### src/rtl/ysyx_23060221_wbu_pkg.sv
// ysyx_23060221_wbu_pkg: shared types and load-extension helper for the write-back stage
package ysyx_23060221_wbu_pkg;
  localparam int XLEN_MAX = 64;
  typedef enum logic [1:0] {WB_ALU, WB_LOAD, WB_CSR, WB_LINK} wb_src_e;
  typedef enum logic [1:0] {LD_B, LD_H, LD_W, LD_D} ld_size_e;
  typedef struct packed {
    logic [XLEN_MAX-1:0] pc;
    logic [4:0]          rd;
    logic                wen;
    logic [XLEN_MAX-1:0] wdata;
  } entry_t;
  // Works at 64 bits; with xlen=32 a dword request collapses to a word and callers truncate.
  function automatic logic [XLEN_MAX-1:0] load_ext(input logic [XLEN_MAX-1:0] data, input logic [2:0] off,
                                                   input ld_size_e size, input logic uns, input int xlen);
    logic [XLEN_MAX-1:0] sh;
    sh = data >> {off, 3'b000};
    return size == LD_B ? {{56{!uns && sh[7]}}, sh[7:0]} :
           size == LD_H ? {{48{!uns && sh[15]}}, sh[15:0]} :
           (size == LD_W || xlen == 32) ? {{32{!uns && sh[31]}}, sh[31:0]} : sh;
  endfunction
endpackage

### src/rtl/ysyx_23060221_wb_fifo.sv
// ysyx_23060221_wb_fifo: generic synchronous FIFO with wrap-bit pointers
module ysyx_23060221_wb_fifo #(
  parameter int WIDTH = 8,
  parameter int DEPTH = 2
) (
  input  logic             clk,
  input  logic             rst,
  input  logic             push,
  input  logic             pop,
  input  logic [WIDTH-1:0] wdata,
  output logic [WIDTH-1:0] rdata,
  output logic             full,
  output logic             empty
);
  localparam int AW = $clog2(DEPTH);
  logic [WIDTH-1:0] mem [DEPTH];
  logic [AW:0] wp, rp;
  logic do_push, do_pop;
  assign full = (wp[AW] != rp[AW]) && (wp[AW-1:0] == rp[AW-1:0]);
  assign empty = wp == rp;
  assign do_push = push && !full;
  assign do_pop = pop && !empty;
  assign rdata = mem[rp[AW-1:0]];
  always_ff @(posedge clk) begin
    if (rst) begin
      wp <= '0;
      rp <= '0;
    end else begin
      wp <= wp + (AW+1)'(do_push);
      rp <= rp + (AW+1)'(do_pop);
    end
    if (do_push && !rst) mem[wp[AW-1:0]] <= wdata;
  end
endmodule

### src/rtl/ysyx_23060221_wbu_pipe.sv
// ysyx_23060221_wbu_pipe: buffered write-back stage selecting and committing the final rd value
module ysyx_23060221_wbu_pipe
  import ysyx_23060221_wbu_pkg::*;
#(
  parameter int XLEN = 32,
  parameter int DEPTH = 2,
  parameter int CNT_W = 64,
  localparam int OW = $clog2(XLEN/8)
) (
  input  logic             clk,
  input  logic             rst,
  input  logic             in_valid,
  output logic             in_ready,
  input  logic [XLEN-1:0]  in_pc,
  input  logic [4:0]       in_rd,
  input  logic             in_regw,
  input  logic [1:0]       in_src,
  input  logic [XLEN-1:0]  in_res,
  input  logic [XLEN-1:0]  in_ldata,
  input  logic [1:0]       in_lsize,
  input  logic             in_lunsigned,
  input  logic [OW-1:0]    in_addr_lo,
  input  logic [XLEN-1:0]  in_csr,
  output logic             rf_wen,
  output logic [4:0]       rf_waddr,
  output logic [XLEN-1:0]  rf_wdata,
  output logic             commit_valid,
  input  logic             commit_ready,
  output logic [XLEN-1:0]  commit_pc,
  output logic [CNT_W-1:0] minstret
);
  wb_src_e src;
  logic [XLEN-1:0] wd;
  entry_t in_e, head;
  logic full, empty, fire;
  assign src = wb_src_e'(in_src);
  always_comb begin
    wd = src == WB_ALU ? in_res :
         src == WB_CSR ? in_csr :
         src == WB_LINK ? in_pc + XLEN'(4) :
         XLEN'(load_ext(XLEN_MAX'(in_ldata), 3'(in_addr_lo), ld_size_e'(in_lsize), in_lunsigned, XLEN));
    in_e = '{pc: XLEN_MAX'(in_pc), rd: in_rd, wen: in_regw && in_rd != 5'd0, wdata: XLEN_MAX'(wd)};
  end
  ysyx_23060221_wb_fifo #(.WIDTH($bits(entry_t)), .DEPTH(DEPTH)) u_fifo (
    .clk(clk),
    .rst(rst),
    .push(in_valid),
    .pop(commit_ready),
    .wdata(in_e),
    .rdata(head),
    .full(full),
    .empty(empty)
  );
  assign in_ready = !full;
  assign commit_valid = !empty;
  assign fire = commit_valid && commit_ready;
  assign rf_wen = fire && head.wen;
  assign rf_waddr = empty ? 5'd0 : head.rd;
  assign rf_wdata = empty ? '0 : XLEN'(head.wdata);
  assign commit_pc = empty ? '0 : XLEN'(head.pc);
  always_ff @(posedge clk) begin
    if (rst) minstret <= '0;
    else if (fire) minstret <= minstret + CNT_W'(1);
  end
endmodule

### config.mk
export PLATFORM = sky130hd
export DESIGN_NAME = ysyx_23060221_wbu_pipe
export DESIGN_NICKNAME = d
export VERILOG_FILES = /design/src/rtl/ysyx_23060221_wbu_pkg.sv /design/src/rtl/ysyx_23060221_wb_fifo.sv /design/src/rtl/ysyx_23060221_wbu_pipe.sv
export SDC_FILE = /design/constraint.sdc
export NUM_CORES = 1
export LEC_CHECK = 0
export ABC_AREA = 1
export CAP_MARGIN = 20
export CORE_ASPECT_RATIO = 1.25
export CORE_MARGIN = 1
export CORE_UTILIZATION = 40
export CTS_BUF_LIST = sky130_fd_sc_hd__clkbuf_16
export DETAILED_ROUTE_END_ITERATION = 10
export PLACE_DENSITY = 0.7
export SYNTH_ARGS = -nofsm -noshare
export SYNTH_HDL_FRONTEND = slang
export SYNTH_HIERARCHICAL = 1
export SYNTH_SLANG_ARGS = --single-unit
### constraint.sdc
create_clock -name clk -period 9.4 [get_ports clk]
set_clock_uncertainty 0.15 [all_clocks]
set_input_delay 1.88 -clock clk [delete_from_list [all_inputs] [get_ports clk]]
set_output_delay 1.88 -clock clk [all_outputs]
set_load 0.01 [all_outputs]
Word level (Yosys, flattened, before mapping)
Memory sizes are Yosys's and may differ from the RTL's. A register that Yosys moved wholly into a read port is not among the register bits.
Cells that the tools add are included.
Widths: inputs -> output; s select.
Storage, ports and cells
  flip-flop bits (word level): 68
  memories: 1
  latch bits: 0
  bits in read-only memories: 0
  output and inout bits: 136
  logic and storage cells: 41
  RAM bits: 140
Memory list
  u_fifo.mem: words 2, width 70, rd ports 1, clocked after memory_dff 1, write ports 1, line ysyx_23060221_wb_fifo.sv:16  | logic [WIDTH-1:0] mem [DEPTH];
Cells by class
  reductions and logical operators: 15
  shifts and indexed selects: 1
  order comparisons: 0
  bitwise logic cells: 0
  muxes and demuxes: 11
  equal/unequal tests: 6
  multiply operators: 0
  add/sub/neg operators: 4
  divide/modulo/power cells: 0
Operators with widths (number)
  $mux 32: 7
  $add 64x1->64 const B: 1
  $add 32x3->32 const B: 1
  $shr 32x5->32: 1
  $logic_and 1x1->1: 8
  $mux 5: 1
  $reduce_bool 5->1: 1
  $add 2x1->2: 2
  $eq 2x2->1 const B: 2
  $logic_not 1->1: 4
  $logic_not 2->1: 2
  $mux 1: 3
  $eq 2x1->1 const B: 1
  $eq 2x2->1: 1
  $eq 1x1->1: 1
  $ne 1x1->1: 1

Logic depth before layout (Yosys ltp)
  word-level depth: 7
  depth in mapped cells: 14
  mapped depth without buffers: 13

Cells and area by module
The synthesis kept the hierarchy.
Modules (own cells, without submodules)
  ysyx_23060221_wb_fifo: seq. area each 8127.8 um2, cells an instance 734, area each 9972.1 um2, instances 1
  ysyx_23060221_wbu_pipe: seq. area each 1281.2 um2, cells an instance 1394, area each 7244.4 um2, instances 1

Worst setup path before layout
OpenSTA, ideal clock, no wires.
  path kind: in2reg
  start point: input port rst
  end point: memory u_fifo/mem[0][0] (netlist bit), enable pin
  cell stages on the path: 3
  path slack: 1042 ps
  library setup time: 629 ps
  arrival: 7579 ps
  buffers on the path: 0
  required time: 8621 ps
  cell sequence: inv_1 > nand3_1 > nor2_1
On the way
  longest elaborated chain between the ends: 4
Ends and longest elaborated chain
  start, declared: line ysyx_23060221_wbu_pipe.sv:11  | input logic rst,
  $logic_not 1->1: line ysyx_23060221_wb_fifo.sv:32  | if (do_push && !rst) mem[wp[AW-1:0]] <= wdata;
  $logic_and 1x1->1: line ysyx_23060221_wb_fifo.sv:32
  $mux 1: line ysyx_23060221_wb_fifo.sv:32
  $mux 1 (not written as such): line ysyx_23060221_wb_fifo.sv:32
  end, declared: line ysyx_23060221_wb_fifo.sv:16
Every way passes these cells.

Worst setup path after layout
  start point: input port commit_ready
  end point: output port rf_wen
On the way
  longest elaborated chain between the ends: 2
Ends and longest elaborated chain
  start, declared: line ysyx_23060221_wbu_pipe.sv:28  | input logic commit_ready,
  $logic_and 1x1->1: line ysyx_23060221_wbu_pipe.sv:56  | assign fire = commit_valid && commit_ready;
  $logic_and 1x1->1: line ysyx_23060221_wbu_pipe.sv:57  | assign rf_wen = fire && head.wen;
  end, declared: line ysyx_23060221_wbu_pipe.sv:24  | output logic rf_wen,
Every way passes these cells.

==> implementation parameters <==
Parameter                              Value

Status
  Result of the run    completed

Layout
  Fraction of final layout cells with drive strength greater than 1    0.0571
  Filler cell count    3035
  Most frequent standard cell in the layout excluding fill and tap cells    nand2_1
  Area of the multi-input gates    5980 um^2
  Layout area overhead    30.2%
  Sequential cell area    5570 um^2
  NumNets Final    2200
  Highest-count cells in the layout ignoring fill and taps    nand2_1, clkdlybuf4s50_1, nor2_1
  Diode count    0

Clock tree
  Clock-pin slew reported for the worst setup and hold paths after clock tree synthesis    ~0.060 ns
  Clock latency on the worst-skew pair    roughly 0.51 ns
  Count of instances resized after the clock tree is built    0
  Number of buffers on the longest clock path    3
  Clock tree root driver cell    clkbuf_16
  Sinks on the clock net    between 200 and 250
  Inserted Clock Buffers    23
  TritonCTS clock tree    done
  Hold buffer count at cts    0
  CTS H-tree depth    1
  Post-CTS setup buffers    0

Power and ir drop
  Worst IR Drop VDD    roughly 0.17 mV
  Total power divided by cell area    172 nW/um^2
  Gate power share    0.319
  Switching power    between 900 and 1000 uW
  Net switching fraction of the power    0.322
  Final Total Pwr    between 2000 and 3000 uW
  Leak pwr    between 0.006 and 0.007 uW
  Cell-internal power    about 1900 uW
  Fraction of power consumed by the clock network    0.308
  Sequential Power Share    0.374

Floorplan
  Die area    roughly 32000 um^2
  Core Box Area    31000 um^2
  Horiz. Die Dim    roughly 160 um
  # rows    72
  Effective utilization at floorplan    0.407
  Die outline height    approximately 200 um
  I/O Pins    about 280

STA
  Minimum clock period    around 5.5 ns
  RSZ-0062 raised after global routing    no
  Max-slew violations    0
  Final Hold Violating Endpoints    0
  Max-Slew Margin vs Limit    0.331
  Share of the cycle needed by the critical path after routing    0.587
  Timing-limited maximum frequency    181 MHz
  Slew at the pin with the worst max-slew slack    around 1 ns
  Post-layout worst setup margin    just under 4 ns
  Setup-violating endpoint count in the final report    0
  Post-Route Setup TNS    0 ns

Route
  DRC violation total after the first TritonRoute iteration    roughly 1000
  Detail-routed via count per cell    approximately 5
  Final routed wire length divided by cell count    about 18 um
  1st-pass router iterations    5
  Routed vias    ~13000
  DRC viols    0
  DRT antenna net count    0
  Wire length reported by the detailed router    about 45000 um

Global route
  Antenna violations before repair    0
  Overall Global Routing Usage    0.276
  Wire length of the first global-routing pass    ~69000 um
  GR Overflow Total    0
  Via count of the first global-routing pass    roughly 12000
  Maximum number of pins on one net before global-route repair    just over 70

Placed design
  Placer congestion estimate    between 1 and 1.5
  Half-perimeter wire length after detailed placement    approximately 35000 um
  Pre-CTS worst setup slack    ~3.9 ns
  Number of buffer cells added on primary ports    280

Critical path
  Element type at the critical path end    output pin
  Capturing point of the worst reg2reg path    minstret[29]
  Worst path required time    around 7.4 ns
  Critical path type    primary input to output pin
  R2R setup slack    roughly 6.1 ns
  Arrival time at the worst endpoint    roughly 3.5 ns
  Start of the worst register-to-register path    u_fifo/rp[0]
  Cell depth of the worst flop-to-flop path    11
  Sort of element at the start of the critical path    primary input
  Biggest fanout along the worst timing path    28

Synthesis
  Number of synthesis warnings    6
  Avg Inst Size Synth    around 7.0 um^2
  Gate count after technology mapping    approximately 1800
  Area of the mapped netlist    12600 um^2
  Post-Synthesis Net Count    between 1500 and 2000

Min path
  Class of the most critical hold timing path    flip-flop to flip-flop
  WHS Endpoint    minstret[63]
  Hold Path Depth    2
  Hold path start    minstret[63]

Job
  Max-cap violations    0
final cells by class:
cell class	count	area share
sequential	208	0.339
clock buffer	23	0.0351
multi-input combinational	1328	0.364
inverter	199	0.0457
clock inverter	18	0.00892
timing repair buffer	291	0.176
tap	407	0.0310
worst max path at each step:
| stage | from | end | cells after the start |
|---|---|---|---|
| floorplan | rst | u_fifo/mem[0][0] | 3 |
| detailed placement | commit_ready | rf_wen | 5 |
| finish | commit_ready | rf_wen | 5 |
| global route | commit_ready | rf_wen | 5 |
| global placement | commit_ready | rf_wen | 5 |
| CTS | commit_ready | rf_wen | 5 |
critical path, cell delays in order:
cell and delay [ns]:
clkdlybuf4s50_1 0.56, nand2_1 0.07, buf_4 0.24, nor2_1 0.13, clkdlybuf4s50_1 0.59
routing by layer:
| layer | GRT usage | vias to the layer above | routed length [um] |
|---|---|---|---|
| met1 | 0.319 | 5771 | 17100 |
| li1 | - | 6200 | - |
| met4 | 0.104 | 0 | 1750 |
| met3 | 0.0345 | 82 | 2590 |
| met5 | 0 | - | 0 |
| met2 | 0.515 | 490 | 23200 |
sequential cells by signal, indices dropped and copies added, names as in the netlist:
| name | count |
|---|---|
| u_fifo/rp | 2 |
| minstret | 64 |
| u_fifo/wp | 2 |
| u_fifo/mem | 140 |
power by group through the flow:
stage	clock network [uW]	registers [uW]	logic, uW
2_1_floorplan	0	1070	473
3_3_place_gp	0	1070	895
3_5_place_dp	0	1070	901
4_1_cts	881	1050	907
5_1_grt	918	1060	976
6_report	867	1050	897
metrics by stage:
stage / instances / hold slack, ns / utilization / cell area, um^2
5_1_grt: 2474 / 0.377 / 0.530 / 16400
3_3_place_gp: 2433 / 0.331 / 0.506 / 15700
6_report: 2474 / 0.354 / 0.530 / 16400
4_1_cts: 2474 / 0.354 / 0.530 / 16400
3_5_place_dp: 2433 / 0.344 / 0.506 / 15700
2_1_floorplan: 1799 / 0.342 / - / 12600
No activity file was read; power rests on OpenSTA's default activity.
